`src/rtl/k2_pkg.sv`:
```
// k2_pkg: shared types for the K2 accumulator core.
//   OPC_W    - opcode field width
//   opcode_e - instruction opcodes (12-15 decode as NOP)
//   state_e  - core control states
package k2_pkg;

    localparam int unsigned OPC_W = 4;

    typedef enum logic [OPC_W-1:0] {
        NOP  = 4'd0,
        LDA  = 4'd1,
        LDB  = 4'd2,
        ADDA = 4'd3,
        ADDB = 4'd4,
        SUBA = 4'd5,
        OUTA = 4'd6,
        OUTB = 4'd7,
        JMP  = 4'd8,
        JC   = 4'd9,
        JZ   = 4'd10,
        HLT  = 4'd11
    } opcode_e;

    typedef enum logic [1:0] {
        IDLE = 2'd0,
        RUN  = 2'd1,
        HALT = 2'd2
    } state_e;

endpackage

```
`src/rtl/k2_alu.sv`:
```
// k2_alu: combinational add/subtract unit for the K2 core.
//   a, b - operands
//   sub  - 0: y = a + b, c = carry out; 1: y = a - b, c = 1 when no borrow (a >= b)
//   y    - result modulo 2**N
//   c    - carry / not-borrow flag
module k2_alu #(
    parameter int unsigned N = 8
) (
    input  logic [N-1:0] a,
    input  logic [N-1:0] b,
    input  logic         sub,
    output logic [N-1:0] y,
    output logic         c
);

    logic [N:0] sum;

    // a - b computed as a + ~b + 1, so bit N is the not-borrow flag
    always_comb begin
        if (sub) begin
            sum = {1'b0, a} + {1'b0, ~b} + (N+1)'(1);
        end else begin
            sum = {1'b0, a} + {1'b0, b};
        end
        y = sum[N-1:0];
        c = sum[N];
    end

endmodule

```
`src/rtl/k2_core_p.sv`:
```
// k2_core_p: parametrised K2 accumulator core with writable program memory.
//   clk, reset         - clock and synchronous active-high reset
//   prog_we/addr/data  - program memory write port, honoured only in IDLE
//   run                - start (IDLE) or restart (HALT) at pc 0
//   RO, ro_valid       - output register and its one-cycle update strobe
//   halted, busy, pc   - state and program counter visibility
module k2_core_p
    import k2_pkg::*;
#(
    parameter  int unsigned N          = 8,
    parameter  int unsigned PROG_DEPTH = 16,
    localparam int unsigned PC_W       = $clog2(PROG_DEPTH)
) (
    input  logic              clk,
    input  logic              reset,
    input  logic              prog_we,
    input  logic [PC_W-1:0]   prog_addr,
    input  logic [OPC_W+N-1:0] prog_data,
    input  logic              run,
    output logic [N-1:0]      RO,
    output logic              ro_valid,
    output logic              halted,
    output logic              busy,
    output logic [PC_W-1:0]   pc
);

    logic [OPC_W+N-1:0] mem [PROG_DEPTH];

    state_e          state_q, state_d;
    logic [PC_W-1:0] pc_q, pc_d;
    logic [N-1:0]    ra_q, ra_d, rb_q, rb_d, ro_q, ro_d;
    logic            c_q, c_d;
    logic            ro_valid_q, ro_valid_d;
    logic            mem_we;

    logic [OPC_W+N-1:0] instr;
    opcode_e            op;
    logic [N-1:0]       imm;
    logic [PC_W-1:0]    target;
    logic [N-1:0]       alu_y;
    logic               alu_c;

    // Asynchronous fetch: the instruction at pc executes on the next edge
    assign instr  = mem[pc_q];
    assign op     = opcode_e'(instr[OPC_W+N-1:N]);
    assign imm    = instr[N-1:0];
    assign target = imm[PC_W-1:0];

    k2_alu #(
        .N (N)
    ) u_alu (
        .a   (ra_q),
        .b   (rb_q),
        .sub (op == SUBA),
        .y   (alu_y),
        .c   (alu_c)
    );

    always_comb begin
        state_d    = state_q;
        pc_d       = pc_q;
        ra_d       = ra_q;
        rb_d       = rb_q;
        ro_d       = ro_q;
        c_d        = c_q;
        ro_valid_d = 1'b0;
        mem_we     = 1'b0;
        unique case (state_q)
            IDLE: begin
                mem_we = prog_we;
                if (run) begin
                    state_d = RUN;
                    pc_d    = '0;
                end
            end
            RUN: begin
                pc_d = pc_q + PC_W'(1);
                case (op)
                    LDA:  ra_d = imm;
                    LDB:  rb_d = imm;
                    ADDA, SUBA: begin
                        ra_d = alu_y;
                        c_d  = alu_c;
                    end
                    ADDB: begin
                        rb_d = alu_y;
                        c_d  = alu_c;
                    end
                    OUTA: begin
                        ro_d       = ra_q;
                        ro_valid_d = 1'b1;
                    end
                    OUTB: begin
                        ro_d       = rb_q;
                        ro_valid_d = 1'b1;
                    end
                    JMP:  pc_d = target;
                    JC: begin
                        if (c_q) begin
                            pc_d = target;
                            c_d  = 1'b0;
                        end
                    end
                    JZ: begin
                        if (ra_q == '0) pc_d = target;
                    end
                    HLT: begin
                        state_d = HALT;
                        pc_d    = pc_q;
                    end
                    default: ;
                endcase
            end
            HALT: begin
                if (run) begin
                    state_d = RUN;
                    pc_d    = '0;
                end
            end
            default: state_d = IDLE;
        endcase
    end

    always_ff @(posedge clk) begin
        if (reset) begin
            state_q    <= IDLE;
            pc_q       <= '0;
            ra_q       <= '0;
            rb_q       <= '0;
            ro_q       <= '0;
            c_q        <= 1'b0;
            ro_valid_q <= 1'b0;
        end else begin
            state_q    <= state_d;
            pc_q       <= pc_d;
            ra_q       <= ra_d;
            rb_q       <= rb_d;
            ro_q       <= ro_d;
            c_q        <= c_d;
            ro_valid_q <= ro_valid_d;
        end
    end

    // Program memory survives reset; a reset cycle blocks writes
    always_ff @(posedge clk) begin
        if (!reset && mem_we) begin
            mem[prog_addr] <= prog_data;
        end
    end

    assign RO       = ro_q;
    assign ro_valid = ro_valid_q;
    assign busy     = (state_q == RUN);
    assign halted   = (state_q == HALT);
    assign pc       = pc_q;

endmodule

```
`config.mk`:
```
export PLATFORM = sky130hd
export DESIGN_NAME = k2_core_p
export DESIGN_NICKNAME = d
export VERILOG_FILES = /design/src/rtl/k2_pkg.sv /design/src/rtl/k2_alu.sv /design/src/rtl/k2_core_p.sv
export SDC_FILE = /design/constraint.sdc
export NUM_CORES = 1
export LEC_CHECK = 0
export CAP_MARGIN = 10
export CORE_ASPECT_RATIO = 0.7
export CORE_MARGIN = 2
export CORE_UTILIZATION = 61
export CTS_CLUSTER_DIAMETER = 80
export CTS_CLUSTER_SIZE = 24
export DETAILED_ROUTE_END_ITERATION = 8
export MAX_ROUTING_LAYER = met4
export PLACE_DENSITY = 0.8
export SLEW_MARGIN = 40
export SYNTH_ARGS = -nofsm -noshare
export SYNTH_HDL_FRONTEND = slang
export SYNTH_SLANG_ARGS = --single-unit
```
`constraint.sdc`:
```
create_clock -name clk -period 3.6 [get_ports clk]
set_clock_uncertainty 0.15 [all_clocks]
set_input_delay 0.72 -clock clk [delete_from_list [all_inputs] [get_ports clk]]
set_output_delay 0.72 -clock clk [all_outputs]
set_load 0.01 [all_outputs]
```
---- Word-level counts from Yosys, hierarchy flattened ----
Memories as Yosys holds them, arrays and structs flattened. A register that Yosys moved wholly into a read port is not among the register bits.
Index checks and enable logic that the tools add are counted.
storage, ports and cells
  register bits after elaboration ......... 32
  RAM bits ................................ 192
  input bits .............................. 20
  output and inout port bits .............. 15
  logic and storage cells ................. 69
  memories ................................ 1
cells by class
  add/subtract/negate cells ............... 4
  equality and inequality tests ........... 16
  mux-type cells .......................... 19
  bitwise operators ....................... 2
  reductions and logical operators ........ 20
memory list
  name  depth  bits a word  read ports  clocked after memory_dff  wr ports  RTL line         source
  mem   16     12           1           1                         1         k2_core_p.sv:27  logic [OPC_W+N-1:0] mem [PROG_DEPTH];
operators by type and width
  operator               number
  $pmux W8 S2            3
  $mux W4                5
  $add A8 B8 Y9          2
  $eq A4 B3 Y1 const B   4
  $eq A4 B4 Y1 const B   4
  $pmux W4 S4            1
  $reduce_and A2 Y1      5
  $reduce_bool A2 Y1     5
  $add A9 B1 Y9 const B  1
  $mux W9                1
  $eq A4 B2 Y1 const B   2
  $logic_not A8 Y1       1
  $not A8 Y8             1
  $pmux W4 S2            1
  $reduce_or A2 Y1       4
  $add A4 B1 Y4 const B  1
  $eq A4 B1 Y1 const B   1
  $mux W1                4
  $mux W2                2
  $ne A2 B1 Y1 const B   2
  $pmux W2 S2            1
  $reduce_and A3 Y1      1
  $reduce_or A3 Y1       1
  $eq A2 B1 Y1 const B   1
  7 further kinds        7

---- Depth between registers and ports, before layout ----
Gate-level depths: netlist (run 1).
  depth in word-level cells ............... 6
  gate-level depth with buffers ........... 12
  depth with buffers taken out ............ 12

---- Modules after synthesis ----
Synthesis (run 1) repeated with hierarchy kept, for this count alone.
unflattened totals
  cell total of the unflattened synthesis .. 584
  area total of the unflattened synthesis .. 9867.0 um^2
modules (own cells, without submodules)
  module     times used  cells an instance  area an instance (um^2)  sequential area each (um^2)
  k2_core_p  1           493                9208.8                   6486.2
  k2_alu     1           91                 658.1                    0.0

---- Worst setup path before layout (run 1) ----
OpenSTA, ideal clock, no wires.
  path type ............................... in2reg
  start ................................... in reset
  end ..................................... mem mem[0][0] (netlist name) (enable)
  library setup time ...................... 396 ps
  arrival time ............................ 2625 ps
  data required time ...................... 3054 ps
  slack ................................... 429 ps
  stages .................................. 3
  path buffers ............................ 0
  path through ............................ or4b_2 > or3_1 > nor3_1
on the way
  longest elaborated chain between the ends .. 4
RTL lines
  what                           RTL line          source
  from (decl)                    k2_core_p.sv:15   input logic reset,
  $logic_not A1 Y1               k2_core_p.sv:146  if (!reset && mem_we) begin
  $logic_and A1 B1 Y1            k2_core_p.sv:146
  $mux W1                        k2_core_p.sv:146
  $mux W1 (not written as such)  k2_core_p.sv:147  mem[prog_addr] <= prog_data;
  to (decl)                      k2_core_p.sv:27
No other way between the ends.

==> results of run 1 <==
stage by stage:
step	util, %	setup WS [ns]	area, um^2
global route	70.31	0.07830	10970
CTS	70.31	0.2293	10970
floorplan	-	0.4290	9811
finish	70.31	0.2176	10970
global placement	68.00	0.3741	10610
detailed placement	68.00	0.2486	10610
where the power goes:
| part | leakage [nW] | internal, mW | switching [mW] |
|---|---|---|---|
| Clock | 0.176 | 0.677 | 0.780 |
| Combinational | 1.38 | 0.273 | 0.333 |
| Sequential | 2.02 | 2.89 | 0.0375 |
| Total | 3.58 | 3.84 | 1.15 |
per-layer routing:
| layer | vias up | routed length, um | track usage, % |
|---|---|---|---|
| met2 | 204 | 9217 | 36.76 |
| met3 | 35 | 1435 | 4.613 |
| met1 | 2835 | 9233 | 38.41 |
| met5 | - | 0 | - |
| met4 | 0 | 430 | 5.963 |
| li1 | 2487 | - | - |
area by class of cell:
class	count	area, um^2
fill	1003	4629
inverter	24	90.09
tap	200	250.2
clock buffer	16	336.6
clock inverter	3	23.77
timing repair buffer	78	670.6
multi-input combinational	328	3105
sequential	228	6489
final timing paths:
check	start	endpoint	slack (ns)
max reg2reg	flip-flop	ra_q[7]	0.22
min reg2reg	RO[3]	RO[3]	0.34
max	flip-flop	ra_q[7]	0.22
min	RO[3]	RO[3]	0.34
synth_stat cells, types with 3 or more instances:
cell / instances / area, um^2
a211oi_1: 8 / 60.06
inv_1: 24 / 90.09
nor2b_1: 6 / 37.54
edfxtp_1: 192 / 5766
a311oi_2: 3 / 45.04
nand2_1: 31 / 116.4
mux4_1: 3 / 78.83
nand3_1: 9 / 45.04
buf_2: 10 / 50.05
clkbuf_1: 10 / 37.54
o21ai_0: 15 / 75.07
or3_1: 4 / 25.02
xnor2_1: 6 / 52.55
nor2_1: 57 / 214.0
nor3_1: 7 / 35.03
a21oi_1: 23 / 115.1
o211ai_1: 4 / 30.03
and2_1: 4 / 25.02
mux2i_1: 23 / 230.2
o21bai_1: 3 / 22.52
ha_1: 17 / 212.7
a311oi_1: 5 / 43.79
mux4_2: 53 / 1194
a21o_1: 3 / 22.52
nand2b_1: 10 / 62.56
dfxtp_1: 36 / 720.7
buf_1: 3 / 11.26
cells by family after synthesis:
kind of cell / after synthesis / synth area share [%]
fa+ha+maj: 19 / 2.576
compound gates: 78 / 5.407
xor+xnor: 7 / 0.6249
mux: 82 / 15.66
simple gates: 142 / 7.180
buf+inv: 51 / 2.436
flops: 228 / 66.11
flip-flops by register name, summed over array words and instances, names as in the netlist, named ones only:
name,flops
RO,8
c_q,1
mem,192
pc,4
ra_q,8
rb_q,8
ro_valid,1
state_q,2
cells in the final DEF, fill, tap and decap left out, types with 4 or more instances in the layout:
cell type          n
a211oi_1           8
a21oi_1           23
a311oi_1           5
and2_1             4
buf_4             44
clkbuf_16         13
clkdlybuf4s50_1   34
dfxtp_1           34
edfxtp_1         192
ha_1              17
inv_1             24
mux2i_1           23
mux4_2            53
nand2_1           31
nand2b_1          10
nand3_1            9
nor2_1            57
nor2b_1            6
nor3_2             6
o211ai_1           4
o21ai_0           15
or3_1              4
xnor2_1            6
tightest hold or removal path: cells and delay by family, from the launching register on:
kind	cells	cell delay, ns
flops	1	0.34
compound gates	1	0.06
simple gates	1	0.07
==> run_results.csv, run 1 <==
group,metric,value,unit
timing,setup_viol,0,
synthesis,synthesis.area,9811,um^2
synthesis,yosys_warnings,0,
global_routing,grt_pass1_wl,30910,um
clock_network,numCtsBuffers,13,
die,die_width,155.6,um
placement,portBuffers,34,
clock_network,clockBufferDepth,3,
synthesis,postSynthAreaPerCell,16.16,um^2
critical_path,cp.required,3.84,ns
synthesis,synth_seq_cells,228,
clock_network,cts-resized-gates,0,
global_routing,grt_max_degree,35,
power_and_ir_drop,finalPower,4.989,mW
route,drc_errors,0,
placement,post-place-cells,858,
route,via_per_inst,6.341,
route,via_count,5561,
route,initialDrtViolationCount,553,
clock_network,htreeDepth,1,
route,wire_per_inst,23.17,um
cells_and_area,stdcell_count,877,
run_status,status,"finished clean",
critical_path,timing.critical_path.from_type,"flip-flop",
die,rows,38,
route,detail-route-antenna-nets,0,
global_routing,gr-total-overflow,0,
synthesis,synthDistinctLibCells,56,
clock_network,cts.clk_slew.worst_paths,0.09,ns
clock_network,cts-hold-fix-buffers,0,
critical_path,worst-endpoint-arrival,3.62,ns
critical_path,critical_path.cell_chain,"mux4_1 -> nand3_1 -> and4_1 -> and4bb_4 -> nand2b_1 -> a311oi_2 -> mux2_1 -> a311oi_2",
timing,max_freq,295.6,MHz
route,wl,20320,um
cells_and_area,fin_nets,712,
critical_path,path_depth,8,
die,design.core.area,15600,um^2
die,ios,35,
synthesis,ys_seq_area_share,66.11,%
placement,routabilityCongestion,0.8460,
timing,rsz0062_at_grt,"false",
synthesis,syn-num-nets,646,
cells_and_area,diodes,0,
hold_path,min_path_type,"reg2reg",
clock_network,clock_latency,0.48,ns
global_routing,grt_usage,25.41,%
timing,drv_slew,0,
placement,hpwl,14130,um
clock_network,postCtsSetupBuffers,0,
synthesis,ys_async_sr_fraction,0,%
flow_run,max_cap_violations,0,
critical_path,path_class,"reg2reg",
cells_and_area,syn2layout_area_growth,11.77,%
timing,tightest_slew,0.6706,ns
critical_path,slowest_stage,"dfxtp_2",
clock_network,cts_sinks,228,
power_and_ir_drop,power.density,455.0,nW/um^2
timing,hold_viol_final,0,
hold_path,hold_depth,2,
critical_path,end_kind,"flip-flop",
timing,hold_slack,0.3412,ns
synthesis,synth_ff_type,"edfxtp_1",
die,die_area,17130,um^2
timing,min_period,3.382,ns
synthesis,netlist_instances,607,
power_and_ir_drop,cellLeakagePower,3.579,nW
critical_path,crit_top_cell,"a311oi_2",
die,die_y,110.1,um
critical_path,max_stage_delay,0.62,ns
route,drt_first_pass_iters,5,
synthesis,synth_edf_count,192,
critical_path,crit_path_max_fanout,13,
clock_network,cts_root_buf,"clkbuf_16",
critical_path,r2r_cells,8,
critical_path,crit_buf_inv,0,
global_routing,antenna_found_initial,0,
clock_network,cts_tree,"built",
timing,fin_setup_tns,0,ns
timing,slew_headroom,55.16,%
cells_and_area,drive_gt1_share,19.35,%
power_and_ir_drop,max-vdd-ir-drop,0.0003906,V
global_routing,first_global_vias,5209,
die,start_util,62.91,%
timing,finalCritPeriodShare,93.96,%
critical_path,crit_family,"multiplexers",
Power figures use the tool's default switching activity.
==> inputs of run 2 (changes only) <==
REMOVE_ABC_BUFFERS = 1   (was default)
==> run 2 against run 1 <==
  * Sequential power hardly changed
  * Register-to-register slack hardly changed
  * Wire length increased by 3.5%
  * Worst hold slack better by 0.010 ns
  * Power increased by 1.1%
  * Critical path depth grew 1
  * Die area did not move
  * Sequential cell count unchanged
  * Clock power up 3%
  * Fmax fell by 0.38%
  * Design area increased by 0.63%
  * Critical path type unchanged
  * Critical endpoint is now rb_q[7]
==> run_results.csv, run 2 (synthesis gave the netlist of run 1 again) <==
group,metric,value,unit
route,wl,21020,um
route,wire_per_inst,23.69,um
route,drt_first_pass_iters,5,
cells_and_area,drive_gt1_share,20.09,%
cells_and_area,final_common_cell,"edfxtp_1",
critical_path,cp.required,3.84,ns
global_routing,grt_pass1_wl,32040,um
clock_network,clock_latency,0.48,ns
run_status,status,"finished clean",
timing,drv_slew,0,
route,drc_errors,0,
clock_network,cts_sinks,228,
timing,rsz0062_at_grt,"false",
clock_network,htreeDepth,1,
die,start_util,62.91,%
placement,hpwl,14260,um
placement,portBuffers,34,
die,die_y,110.1,um
critical_path,r2r_cells,9,
critical_path,end_kind,"flip-flop",
die,die_width,155.6,um
cells_and_area,diodes,0,
hold_path,hold_depth,2,
global_routing,grt_usage,26.40,%
cells_and_area,fillers,971,
clock_network,numCtsBuffers,13,
die,design.core.area,15600,um^2
route,via_count,5669,
clock_network,cts.clk_slew.worst_paths,0.10,ns
flow_run,max_cap_violations,0,
clock_network,postCtsSetupBuffers,0,
timing,tightest_slew,0.6435,ns
placement,place_area,10660,um^2
power_and_ir_drop,power.density,456.9,nW/um^2
power_and_ir_drop,cellLeakagePower,3.619,nW
cells_and_area,layout_common_cells,"192 x edfxtp_1, 57 x nor2_1, 53 x mux4_2",
route,initialDrtViolationCount,609,
timing,finalCritPeriodShare,94.31,%
critical_path,rrSetupSlack,0.20,ns
route,via_per_inst,6.391,
global_routing,grt_max_degree,32,
route,detail-route-antenna-nets,0,
cells_and_area,largest_reg_flops,192,
hold_path,min_path_type,"reg2reg",
placement,routabilityCongestion,0.9545,
route,highest_layer,"met4",
hold_path,hold_path_end,"RO[2]",
critical_path,worstReg2RegEnd,"rb_q[7]",
clock_network,cts_root_buf,"clkbuf_16",
cells_and_area,fin_nets,719,
die,ios,35,
critical_path,path_class,"reg2reg",
hold_path,min_from,"RO[2]",
cells_and_area,syn2layout_area_growth,12.47,%
timing,max_freq,294.5,MHz
route,m1WireLength,9139,um
die,rows,38,
clock_network,cts_tree,"built",
power_and_ir_drop,max-vdd-ir-drop,0.0004396,V
clock_network,clockBufferDepth,3,
die,die_area,17130,um^2
timing,fin_setup_tns,0,ns
timing,setup_viol,0,
critical_path,worst-endpoint-arrival,3.63,ns
critical_path,timing.critical_path.from_type,"flip-flop",
global_routing,first_global_vias,5474,
global_routing,antenna_found_initial,0,
route,dr_wl_met3,1849,um
clock_network,cts-resized-gates,0,
timing,hold_viol_final,0,
route,wl_met2,9435,um
cells_and_area,top_register,"mem",
clock_network,cts-hold-fix-buffers,0,
cells_and_area,design_area,11030,um^2
timing,slew_headroom,56.98,%
critical_path,crit_path_max_fanout,13,
timing,min_period,3.395,ns
global_routing,gr-total-overflow,0,
[run 2: cell types whose count changed in the layout (fill, tap and decap cells not counted)]
cell      delta
clkinv_8     +1
buf_4        +7
inv_8        -1
clkbuf_1     +4
clkinv_1     -1
[run 2: worst max path at each step]
stage / cells past startpoint / endpoint / from
after global routing: 9 / rb_q[7] / flip-flop
after CTS: 9 / rb_q[7] / flip-flop
after floorplan: 8 / rb_q[7] / flip-flop
after detailed placement: 9 / rb_q[7] / flip-flop
after global placement: 9 / ra_q[7] / flip-flop
final: 9 / rb_q[7] / flip-flop
[run 2: metal layers]
metal	track usage [%]	vias to the layer above
met4	9.240	0
met3	4.183	41
met5	-	-
met1	38.99	2850
li1	-	2503
met2	38.34	275
[run 2: final cells by class]
cell class	count	area [um^2]	share of cell area (%)
well taps	200	250.2	2.268
clock buffers	20	351.6	3.186
flip-flops and latches	228	6489	58.80
inverters	24	90.09	0.8164
multi-input cells	328	3105	28.14
repair buffers	85	723.2	6.554
clock inverters	2	25.02	0.2268
[run 2: stage by stage]
step	power (mW)	hold WS, ns	std cells	setup WS (ns)	util [%]
after detailed placement	3.587	0.3316	865	0.2021	68.34
after global placement	3.567	0.3140	865	0.2942	68.34
final	5.042	0.3516	887	0.2047	70.76
after global routing	5.216	0.3825	887	0.03136	70.76
after CTS	5.066	0.3572	887	0.1845	70.76
after floorplan	3.368	0.3043	580	-1.277	-
[run 2: where the power goes]
part	total, mW	internal [mW]	switching [mW]
clock	1.50	0.695	0.808
sequential	2.92	2.89	0.0359
combinational	0.614	0.275	0.339
[run 2: worst max-delay path, stage by stage (launching register included)]
cell	delay [ns]
dfxtp_2	0.52
buf_4	0.24
mux4_2	0.52
a22oi_1	0.18
and3_1	0.24
and4bb_4	0.41
nand3_1	0.13
a311oi_2	0.31
mux2_1	0.37
a311oi_2	0.24
